==> src/rtl/branch_resolve_queue.sv <==
// In-order branch resolution queue: tracks predicted branches, trains the predictor, flushes on mispredict.
// Latency: enqueue→resolvable 1 cycle; resolve→update_en/mispredict 1 cycle (registered).
// Backpressure: pred_rdy low when full or flushing; res_rdy low when empty or flushing; no bypass either way.
module branch_resolve_queue #(
    parameter int DEPTH = 8
) (
    input  logic                       clk,
    input  logic                       reset,
    input  logic                       pred_val,
    output logic                       pred_rdy,
    input  logic [31:0]                pred_pc,
    input  logic                       pred_taken,
    input  logic                       res_val,
    output logic                       res_rdy,
    input  logic                       res_taken,
    output logic                       update_en,
    output logic                       update_val,
    output logic                       mispredict,
    output logic [31:0]                mispredict_pc,
    output logic [$clog2(DEPTH):0]     count,
    output logic [31:0]                resolved_cnt,
    output logic [31:0]                mispred_cnt
);
    localparam int PTR_W = $clog2(DEPTH);
    localparam int CNT_W = PTR_W + 1;
    localparam logic [CNT_W-1:0] FULL_CNT = CNT_W'(DEPTH);

    typedef enum logic {
        RUN,
        FLUSH
    } state_t;

    state_t             state;
    state_t             state_nxt;
    logic [PTR_W-1:0]   head;
    logic [PTR_W-1:0]   tail;
    logic [31:0]        pc_mem    [DEPTH];
    logic               taken_mem [DEPTH];

    logic               enq;
    logic               deq;
    logic               mis;
    logic               head_taken;
    logic [31:0]        head_pc;

    assign pred_rdy   = reset && (state == RUN) && (count < FULL_CNT);
    assign res_rdy    = reset && (state == RUN) && (count != '0);
    assign enq        = pred_val && pred_rdy;
    assign deq        = res_val && res_rdy;
    assign head_taken = taken_mem[head];
    assign head_pc    = pc_mem[head];
    assign mis        = deq && (res_taken != head_taken);

    always_comb begin
        state_nxt = state;
        case (state)
            RUN:     if (mis) state_nxt = FLUSH;
            FLUSH:   state_nxt = RUN;
            default: state_nxt = RUN;
        endcase
    end

    // A mispredicting resolve squashes every younger entry, including one arriving this cycle.
    always_ff @(posedge clk or negedge reset) begin
        if (!reset) begin
            state         <= RUN;
            head          <= '0;
            tail          <= '0;
            count         <= '0;
            update_en     <= 1'b0;
            update_val    <= 1'b0;
            mispredict    <= 1'b0;
            mispredict_pc <= '0;
            resolved_cnt  <= '0;
            mispred_cnt   <= '0;
        end else begin
            state      <= state_nxt;
            update_en  <= deq;
            update_val <= deq && res_taken;
            mispredict <= mis;
            if (mis) begin
                head          <= '0;
                tail          <= '0;
                count         <= '0;
                mispredict_pc <= head_pc;
            end else begin
                if (enq) tail <= tail + PTR_W'(1);
                if (deq) head <= head + PTR_W'(1);
                count <= count + CNT_W'(enq) - CNT_W'(deq);
            end
            if (deq && (resolved_cnt != '1)) resolved_cnt <= resolved_cnt + 32'd1;
            if (mis && (mispred_cnt != '1))  mispred_cnt  <= mispred_cnt + 32'd1;
        end
    end

    // Payload storage needs no reset; occupancy tracking decides what is valid.
    always_ff @(posedge clk) begin
        if (enq && !mis) begin
            pc_mem[tail]    <= pred_pc;
            taken_mem[tail] <= pred_taken;
        end
    end

endmodule

==> config.mk <==
export PLATFORM = sky130hd
export DESIGN_NAME = branch_resolve_queue
export DESIGN_NICKNAME = d
export VERILOG_FILES = /design/src/rtl/branch_resolve_queue.sv
export SDC_FILE = /design/constraint.sdc
export NUM_CORES = 1
export LEC_CHECK = 0
export ABC_AREA = 1
export CAP_MARGIN = 10
export CORE_MARGIN = 10
export CORE_UTILIZATION = 62
export CTS_BUF_LIST = sky130_fd_sc_hd__clkbuf_16
export DETAILED_ROUTE_END_ITERATION = 8
export GPL_ROUTABILITY_DRIVEN = 0
export HOLD_SLACK_MARGIN = 0.15
export PLACE_DENSITY = 0.85
export SETUP_SLACK_MARGIN = 0.1
export SYNTH_ARGS = -nofsm -noshare
export SYNTH_HDL_FRONTEND = slang
export SYNTH_SLANG_ARGS = --single-unit
==> constraint.sdc <==
create_clock -name clk -period 5.45 [get_ports clk]
set_clock_uncertainty 0.15 [all_clocks]
set_input_delay 1.635 -clock clk [delete_from_list [all_inputs] [get_ports clk]]
set_output_delay 1.635 -clock clk [all_outputs]
set_load 0.1 [all_outputs]
==> flow_metrics.py, run 1 <==
metrics = {
    "power": {
        "switching_share": 0.4234,
        "powerDensity_mw_per_mm2": 503.9,
        "p_sw_mw": 4.103,
        "vdd_drop_max_mv": 0.4788,
        "clkPwrFrac": 0.253,
        "p_leak_nw": 7.552,
        "p_seq_frac": 0.367,
        "combPwrFrac": 0.380,
        "p_int_mw": 5.587,
    },
    "synthesis": {
        "syn_avg_cell_area_sq_um": 10.05,
        "yosysSeqAreaShare": 0.6513,
        "synthTopCellsByArea": "edfxtp_1 (48%), dfrtp_1 (17%), nand2_1 (11%), nor2_1 (5.0%), o21ai_0 (4.3%)",
        "syn_nets": 1679,
        "synthCells": 1631,
        "synth_largest_area_cell": "edfxtp_1",
        "yosysTopAreaCellShare": 0.4834,
        "synth_common_cells": "nand2_1 (498), edfxtp_1 (264), nor2_1 (219), o21ai_0 (142), dfrtp_1 (110)",
        "yosysMostFrequentCell": "nand2_1",
        "synth.distinct_cells": 30,
        "async_reset_ff_frac": 0.2941,
        "synth_flop_cell": "edfxtp_1",
        "synth_area_sq_mm": 0.01640,
        "ys_warn_count": 0,
        "synth_seq_cells": 374,
        "synth_edf_count": 264,
    },
    "grt": {
        "grt_pass1_wl_um": 63650,
        "antenna_found_initial": 1,
        "grt_max_degree": 95,
        "grt_overflow": 0,
        "track_usage": 0.2334,
        "grt_pass1_vias": 12427,
    },
    "floorplan": {
        "core.rowCount": 59,
        "die_area_sq_mm": 0.03335,
        "die_w_um": 182.6,
        "core_sq_mm": 0.02606,
        "die_h_um": 182.6,
        "start_util": 0.6293,
        "io_pins": 143,
    },
    "routing": {
        "drt_iter0_drc": 1559,
        "drc": 0,
        "vias_per_cell": 5.851,
        "antenna_left": 0,
        "vias": 12393,
        "drtPass1Iterations": 9,
        "wl_um": 39820,
        "wl_per_cell_um": 18.80,
    },
    "worst_setup_path": {
        "crit_family": "buffers and inverters",
        "critPathLaunch": "reset",
        "crit_buf_inv": 2,
        "critPathMaxFanout": 24,
        "crit_cells": 4,
        "worst_path_max_delay_cell": "buf_4",
        "cp-endpoint": "pred_rdy",
        "slowest_delay_ps": 280,
        "r2r_start": "head[0]",
        "start_kind": "primary input",
        "crit_type": "primary input to primary output",
        "path_cells": "buf_4, nand2_1, nor2_1, buf_12",
        "critPathRequiredTime_ps": 3670,
        "reg2reg_depth": 8,
        "reg2reg_to": "pc_mem[7][15]",
        "r2r_slack_ps": 1250,
        "crit_arrival_ps": 2470,
        "crit_path_end_kind": "primary output",
    },
    "job": {
        "maxCapViolations": 0,
    },
    "sta": {
        "period_share": 0.7816,
        "worst_slack_ps": 1190,
        "whs_ps": 325.5,
        "setup_viol_count_final": 0,
        "slew_headroom": 0.1767,
        "finalHoldViolCount": 0,
        "post-route-min-period_ps": 4260,
        "final_max_slew_viol_count": 0,
        "tightest_slew_ps": 1232,
        "fmax_mhz": 234.7,
        "final.setup.tns_ps": 0,
        "rsz0062_at_grt": "false",
    },
    "layout": {
        "area_delta_synth_final_pct": 17.27,
        "drive_gt1_frac": 0.04992,
        "final_util": 0.7379,
        "nets": 1801,
        "fin_cells": 2118,
        "diodes": 0,
    },
    "clocking": {
        "root_buffer": "clkbuf_16",
        "postCtsHoldBufs": 0,
        "clock-sinks": 374,
        "post_cts_resize_count": 0,
        "htreeDepth": 2,
        "post_cts_buffers": 0,
        "clkTransAtPathRegs_ps": 50,
        "cts.path.max_buffers": 3,
        "numCtsBuffers": 38,
        "cts_tree": "yes",
        "clock_latency_ps": 550,
    },
    "placed_design": {
        "dp_cells": 2048,
        "dp_slack_ps": 876.4,
        "dp_hpwl_um": 24300,
        "port_buffers": 142,
    },
    "outcome": {
        "status": "completed",
    },
    "worst_hold_path": {
        "min_from": "mispredict_pc[15]",
        "hold_path.class": "flip-flop to flip-flop",
    },
}
[flip-flops by register name (all words and copies together), names as in the netlist]
name	cells
taken_mem	8
count	4
head	3
resolved_cnt	32
mispredict	1
mispred_cnt	32
update_val	1
pc_mem	256
update_en	1
mispredict_pc	32
tail	3
state	1
[cells by family after synthesis]
| group | count (synthesis) | share of synthesized area |
|---|---|---|
| adder cells (fa/ha/maj) | 10 | 0.008088 |
| flip-flops | 374 | 0.6513 |
| AO/OA/AOI/OAI | 215 | 0.07096 |
| buffers and inverters | 154 | 0.04189 |
| XOR/XNOR | 39 | 0.02083 |
| AND/OR/NAND/NOR | 839 | 0.2069 |
[metal layers]
metal | GRT usage | part of all wire
met1 | 0.2952 | 0.40
met2 | 0.3933 | 0.49
met3 | 0.04471 | 0.082
met4 | 0.08363 | 0.027
met5 | 0 | 0.00018
[cell usage in the layout, fill, tap and decap left out, types with 5 or more instances in the layout]
master / count
nor3_1: 24
o21ai_0: 142
xor2_1: 29
nand3b_1: 12
clkbuf_16: 38
dfrtp_1: 108
clkinv_1: 10
xnor2_1: 10
nand3_1: 66
edfxtp_1: 264
clkdlybuf4s50_1: 139
nor2_1: 211
nor2_4: 10
o22ai_1: 64
nand3_2: 5
nand4_1: 7
buf_4: 13
nand2_1: 498
ha_1: 9
inv_1: 90
[worst reg2reg max path: stages, from the launching register on]
cell	delay [ps]
dfrtp_4	700
clkinv_2	640
nand2_1	250
nand3_1	90
nand3_1	110
nand3_2	140
nand3_2	320
nand2_1	400
nor2_4	1010
[per-stage QoR]
stage	cell area, sq um	total power, mW
after floorplan	16400	6.294
after global placement	18050	7.113
after detailed placement	18050	7.242
after CTS	19230	9.694
after global routing	19230	10.13
final	19230	9.690
[final cells by class]
class | count | area [sq um]
Inverter | 81 | 305.3
Sequential cell | 374 | 10690
Clock inverter | 32 | 229.0
Tap cell | 335 | 419.2
Clock buffer | 38 | 950.9
Multi-Input combinational cell | 1103 | 5091
Timing Repair Buffer | 155 | 1549
Fill cell | 1709 | 6829
[power groups by stage]
| stage | clock network (mW) | logic, mW | registers, mW |
|---|---|---|---|
| finish | 2.45 | 3.69 | 3.56 |
| global placement | 0 | 3.53 | 3.59 |
| CTS | 2.47 | 3.67 | 3.55 |
| detailed placement | 0 | 3.64 | 3.60 |
| floorplan | 0 | 1.55 | 4.74 |
| global route | 2.60 | 3.95 | 3.59 |
[how the worst min path moves through the flow]
stage / slack (ps) / cells past startpoint / end
floorplan: 430 / 2 / tail[0]
global route: 360 / 2 / mispredict_pc[13]
finish: 330 / 2 / mispredict_pc[15]
global placement: 320 / 2 / mispredict_pc[18]
detailed placement: 310 / 2 / mispredict_pc[4]
CTS: 330 / 2 / mispredict_pc[15]
(Power assumes the default switching activity.)
==> inputs of run 2 (changes only) <==
CORE_UTILIZATION = 52   (was 62)
PLACE_DENSITY = 0.76   (was 0.85)
clock period = 3.9 ns   (was 5.45 ns; I/O delays follow)
==> flow_metrics.py, run 2 (same netlist as run 1, synthesis figures left out) <==
metrics = {
    "grt": {
        "grt_pass1_wl_um": 63920,
        "antenna_found_initial": 4,
        "track_usage": 0.2028,
        "grt_max_degree": 83,
        "use_met1": 0.2657,
        "grt_overflow": 0,
        "grt_busiest_layer": "met2",
        "met3_usage": 0.03969,
        "use_met2": 0.3337,
        "grt_pass1_vias": 12103,
    },
    "clocking": {
        "clkTransAtPathRegs_ps": 60,
        "postCtsHoldBufs": 0,
        "numCtsBuffers": 39,
        "htreeDepth": 2,
        "post_cts_buffers": 0,
        "clock_latency_ps": 540,
        "clock-sinks": 374,
        "cts.path.max_buffers": 3,
        "post_cts_resize_count": 0,
        "root_buffer": "clkbuf_16",
        "cts_tree": "yes",
    },
    "job": {
        "maxCapViolations": 0,
    },
    "layout": {
        "drive_gt1_frac": 0.1219,
        "fin_cells": 2203,
        "nets": 1823,
        "regMostFlops": "pc_mem",
        "fillers": 2373,
        "final_cell_mix": "nand2_1 (498), edfxtp_1 (264), nor2_1 (211)",
        "fin_area_sq_mm": 0.01930,
        "final_common_cell": "nand2_1",
        "area_delta_synth_final_pct": 17.70,
        "largest_register_ffs": 256,
    },
    "sta": {
        "setup_viol_count_final": 0,
        "rsz0062_at_grt": "false",
        "tightest_slew_ps": 875.6,
        "whs_ps": 332.0,
        "fmax_mhz": 327.4,
        "post-route-min-period_ps": 3055,
        "finalHoldViolCount": 0,
        "final_max_slew_viol_count": 0,
        "period_share": 0.7833,
        "final.setup.tns_ps": 0,
        "slew_headroom": 0.4163,
    },
    "placed_design": {
        "port_buffers": 142,
        "place_area_sq_mm": 0.01805,
        "dp_cells": 2130,
        "dp_hpwl_um": 25210,
    },
    "routing": {
        "drt_iter0_drc": 1203,
        "wl_per_cell_um": 18.18,
        "vias_per_cell": 5.507,
        "drc": 0,
        "antenna_left": 0,
        "drtPass1Iterations": 5,
        "wl_um": 40050,
        "vias": 12132,
    },
    "floorplan": {
        "die_w_um": 197.6,
        "die_area_sq_mm": 0.03904,
        "die_h_um": 197.6,
        "core_sq_mm": 0.03083,
        "io_pins": 143,
        "start_util": 0.5319,
        "core.rowCount": 64,
    },
    "worst_setup_path": {
        "critPathMaxFanout": 30,
        "crit_arrival_ps": 3140,
        "critPathLaunch": "head[0]",
        "reg2reg_depth": 9,
        "start_kind": "flip-flop",
        "crit_type": "flip-flop to flip-flop",
        "critPathRequiredTime_ps": 3980,
        "r2r_slack_ps": 850,
        "r2r_start": "head[0]",
        "crit_path_end_kind": "flip-flop",
        "reg2reg_to": "pc_mem[6][22]",
    },
    "power": {
        "p_total_mw": 13.56,
        "p_leak_nw": 7.858,
        "p_int_mw": 7.868,
        "p_seq_frac": 0.366,
        "powerDensity_mw_per_mm2": 702.8,
        "switching_share": 0.4200,
        "clkPwrFrac": 0.262,
        "vdd_drop_max_mv": 0.6129,
        "p_sw_mw": 5.697,
        "combPwrFrac": 0.372,
    },
    "worst_hold_path": {
        "hold_path.class": "flip-flop to flip-flop",
        "min_from": "mispredict_pc[20]",
        "min_to": "mispredict_pc[20]",
        "whs_path_depth": 2,
    },
    "outcome": {
        "status": "completed",
    },
}
[run 2: layout make-up]
cell class                 count  area [sq um]  share of cell area
multi-input combinational   1103          5091              0.2638
clock inverter                32         270.3             0.01400
timing repair buffer         176          1474             0.07636
sequential                   374         10680              0.5535
tap                          396         495.5             0.02567
antenna                        2         5.005           0.0002593
clock buffer                  39         975.9             0.05056
inverter                      81         305.3             0.01582
[run 2: critical path, cell delays in order, from the launching register on]
cell and delay, ps:
dfrtp_4 640, clkinv_2 400, nand2_1 150, nand3_1 80, nand3_1 140, nand3_2 120
nand3_2 140, nand3_1 280, nor2_4 390, buf_12 240
[run 2: stage by stage]
step	setup WS [ps]	util
2_1_floorplan	42.07	-
3_3_place_gp	331.9	0.5855
3_5_place_dp	327.0	0.5855
4_1_cts	836.9	0.6259
5_1_grt	612.9	0.6260
6_report	845.2	0.6261
[run 2: per-layer routing]
layer,vias to the layer above,part of all wire
met5,-,0.00032
met4,2,0.023
met3,73,0.079
met2,458,0.48
met1,5824,0.42
li1,5775,-
[run 2: worst max-delay path by stage]
| stage | cells past startpoint | endpoint |
|---|---|---|
| detailed placement | 10 | count[2] |
| floorplan | 4 | pc_mem[2][0] |
| global placement | 10 | count[2] |
| global route | 9 | pc_mem[5][6] |
| CTS | 4 | pred_rdy |
| finish | 9 | pc_mem[6][22] |
[run 2: power by group through the flow]
stage / combinational, mW / sequential [mW] / clock, mW
CTS: 5.07 / 4.97 / 3.62
global placement: 4.95 / 5.03 / 0
finish: 5.04 / 4.97 / 3.55
detailed placement: 5.04 / 5.04 / 0
floorplan: 2.17 / 6.63 / 0
global route: 5.48 / 5.02 / 3.77
==> inputs of run 3 (changes only) <==
clock period = 2.5 ns   (was 3.9 ns; I/O delays follow)
==> flow_metrics.py, run 3 (same netlist as run 1, synthesis figures left out) <==
metrics = {
    "floorplan": {
        "start_util": 0.5319,
        "core.rowCount": 64,
        "die_area_sq_mm": 0.03904,
        "io_pins": 143,
        "die_w_um": 197.6,
        "core_sq_mm": 0.03083,
        "die_h_um": 197.6,
    },
    "routing": {
        "drt_iter0_drc": 1260,
        "vias": 12265,
        "drtPass1Iterations": 7,
        "drc": 0,
        "wl_per_cell_um": 18.07,
        "wl_um": 40230,
        "antenna_left": 0,
        "vias_per_cell": 5.510,
    },
    "layout": {
        "fin_area_sq_mm": 0.02029,
        "regArea_sq_mm": 0.01070,
        "final_cell_mix": "nand2_1 (495), edfxtp_1 (264), nor2_1 (210)",
        "fillers": 2313,
        "regMostFlops": "pc_mem",
        "area_delta_synth_final_pct": 23.75,
        "multi_input_area_sq_mm": 0.005155,
        "nets": 1847,
        "final_common_cell": "nand2_1",
        "drive_gt1_frac": 0.1454,
        "largest_register_ffs": 256,
    },
    "grt": {
        "track_usage": 0.2053,
        "grt_overflow": 0,
        "grt_max_degree": 95,
        "grt_pass1_wl_um": 65090,
        "grt_pass1_vias": 12325,
        "antenna_found_initial": 1,
    },
    "sta": {
        "rsz0062_at_grt": "true",
        "finalHoldViolCount": 0,
        "worst_slack_ps": 100.8,
        "fmax_mhz": 416.8,
        "slew_headroom": 0.3813,
        "period_share": 0.9597,
        "post-route-min-period_ps": 2399,
        "final.setup.tns_ps": 0,
        "tightest_slew_ps": 928.1,
        "setup_viol_count_final": 0,
        "final_max_slew_viol_count": 0,
    },
    "clocking": {
        "clock_latency_ps": 530,
        "clkTransAtPathRegs_ps": 60,
        "cts_tree": "yes",
        "htreeDepth": 2,
        "root_buffer": "clkbuf_16",
        "clock-sinks": 374,
        "postCtsHoldBufs": 0,
        "cts.path.max_buffers": 3,
        "numCtsBuffers": 38,
    },
    "outcome": {
        "status": "completed",
    },
    "worst_setup_path": {
        "crit_type": "flip-flop to primary output",
        "r2r_slack_ps": 200,
        "critPathRequiredTime_ps": 1600,
        "start_kind": "flip-flop",
        "crit_path_end_kind": "primary output",
        "critPathLaunch": "count[2]",
        "reg2reg_to": "count[2]",
        "crit_arrival_ps": 1500,
        "critPathMaxFanout": 2,
        "reg2reg_depth": 13,
        "r2r_start": "count[2]",
    },
    "placed_design": {
        "dp_hpwl_um": 25760,
        "dp_slack_ps": -351.2,
        "port_buffers": 142,
        "place_area_sq_mm": 0.01896,
    },
    "power": {
        "p_total_mw": 21.63,
        "p_leak_nw": 8.148,
        "vdd_drop_max_mv": 1.014,
        "powerDensity_mw_per_mm2": 1066,
    },
    "job": {
        "maxCapViolations": 0,
    },
    "worst_hold_path": {
        "hold_path.class": "primary input to asynchronous set/reset pin",
    },
}
-- run 3: cell type report --
type,count,share of cell area
sequential,374,0.5272
multi-input combinational,1103,0.2540
timing repair buffer,201,0.1180
clock buffer,39,0.04809
tap,396,0.02442
inverter,81,0.01529
clock inverter,31,0.01282
antenna,1,0.0001233
-- run 3: worst max path at each step --
stage | slack (ps) | to
3_3_place_gp | -360 | count[2]
5_1_grt | 40 | res_rdy
2_1_floorplan | -90 | count[2]
3_5_place_dp | -350 | count[2]
4_1_cts | 70 | res_rdy
6_report | 100 | res_rdy
-- run 3: through the flow --
| stage | std cells | hold slack [ps] | utilization |
|---|---|---|---|
| 2_1_floorplan | 1631 | 304.4 | - |
| 3_3_place_gp | 2149 | 315.5 | 0.6151 |
| 3_5_place_dp | 2149 | 316.2 | 0.6151 |
| 4_1_cts | 2222 | 210.3 | 0.6568 |
| 5_1_grt | 2226 | 262.0 | 0.6582 |
| 6_report | 2226 | 212.3 | 0.6582 |
-- run 3: critical path, cell delays in order (launching register included) --
cell	delay, ps
dfrtp_4	490
inv_4	70
ha_4	120
nand2_2	40
nand3_2	70
inv_2	50
buf_12	150
-- run 3: repair_timing --
item / 4_1_cts / 5_1_grt
pin swaps: 1 / 4
endpoints found under the setup margin: 2 / 12
resized for setup: 10 / 6
setup buffers: 3 / 3
-- run 3: per-layer routing --
metal  global-route usage  part of all wire  vias to the layer above
met5                    0                 0                        -
met4              0.05325             0.017                        0
met3              0.03731             0.078                       64
met2               0.3471              0.49                      499
met1               0.2678              0.42                     5861
li1                     -                 -                     5841
-- run 3: report_power, final --
part	switching (mW)	internal, mW
clock network	2.31	3.26
logic	6.19	2.19
registers	0.440	7.25
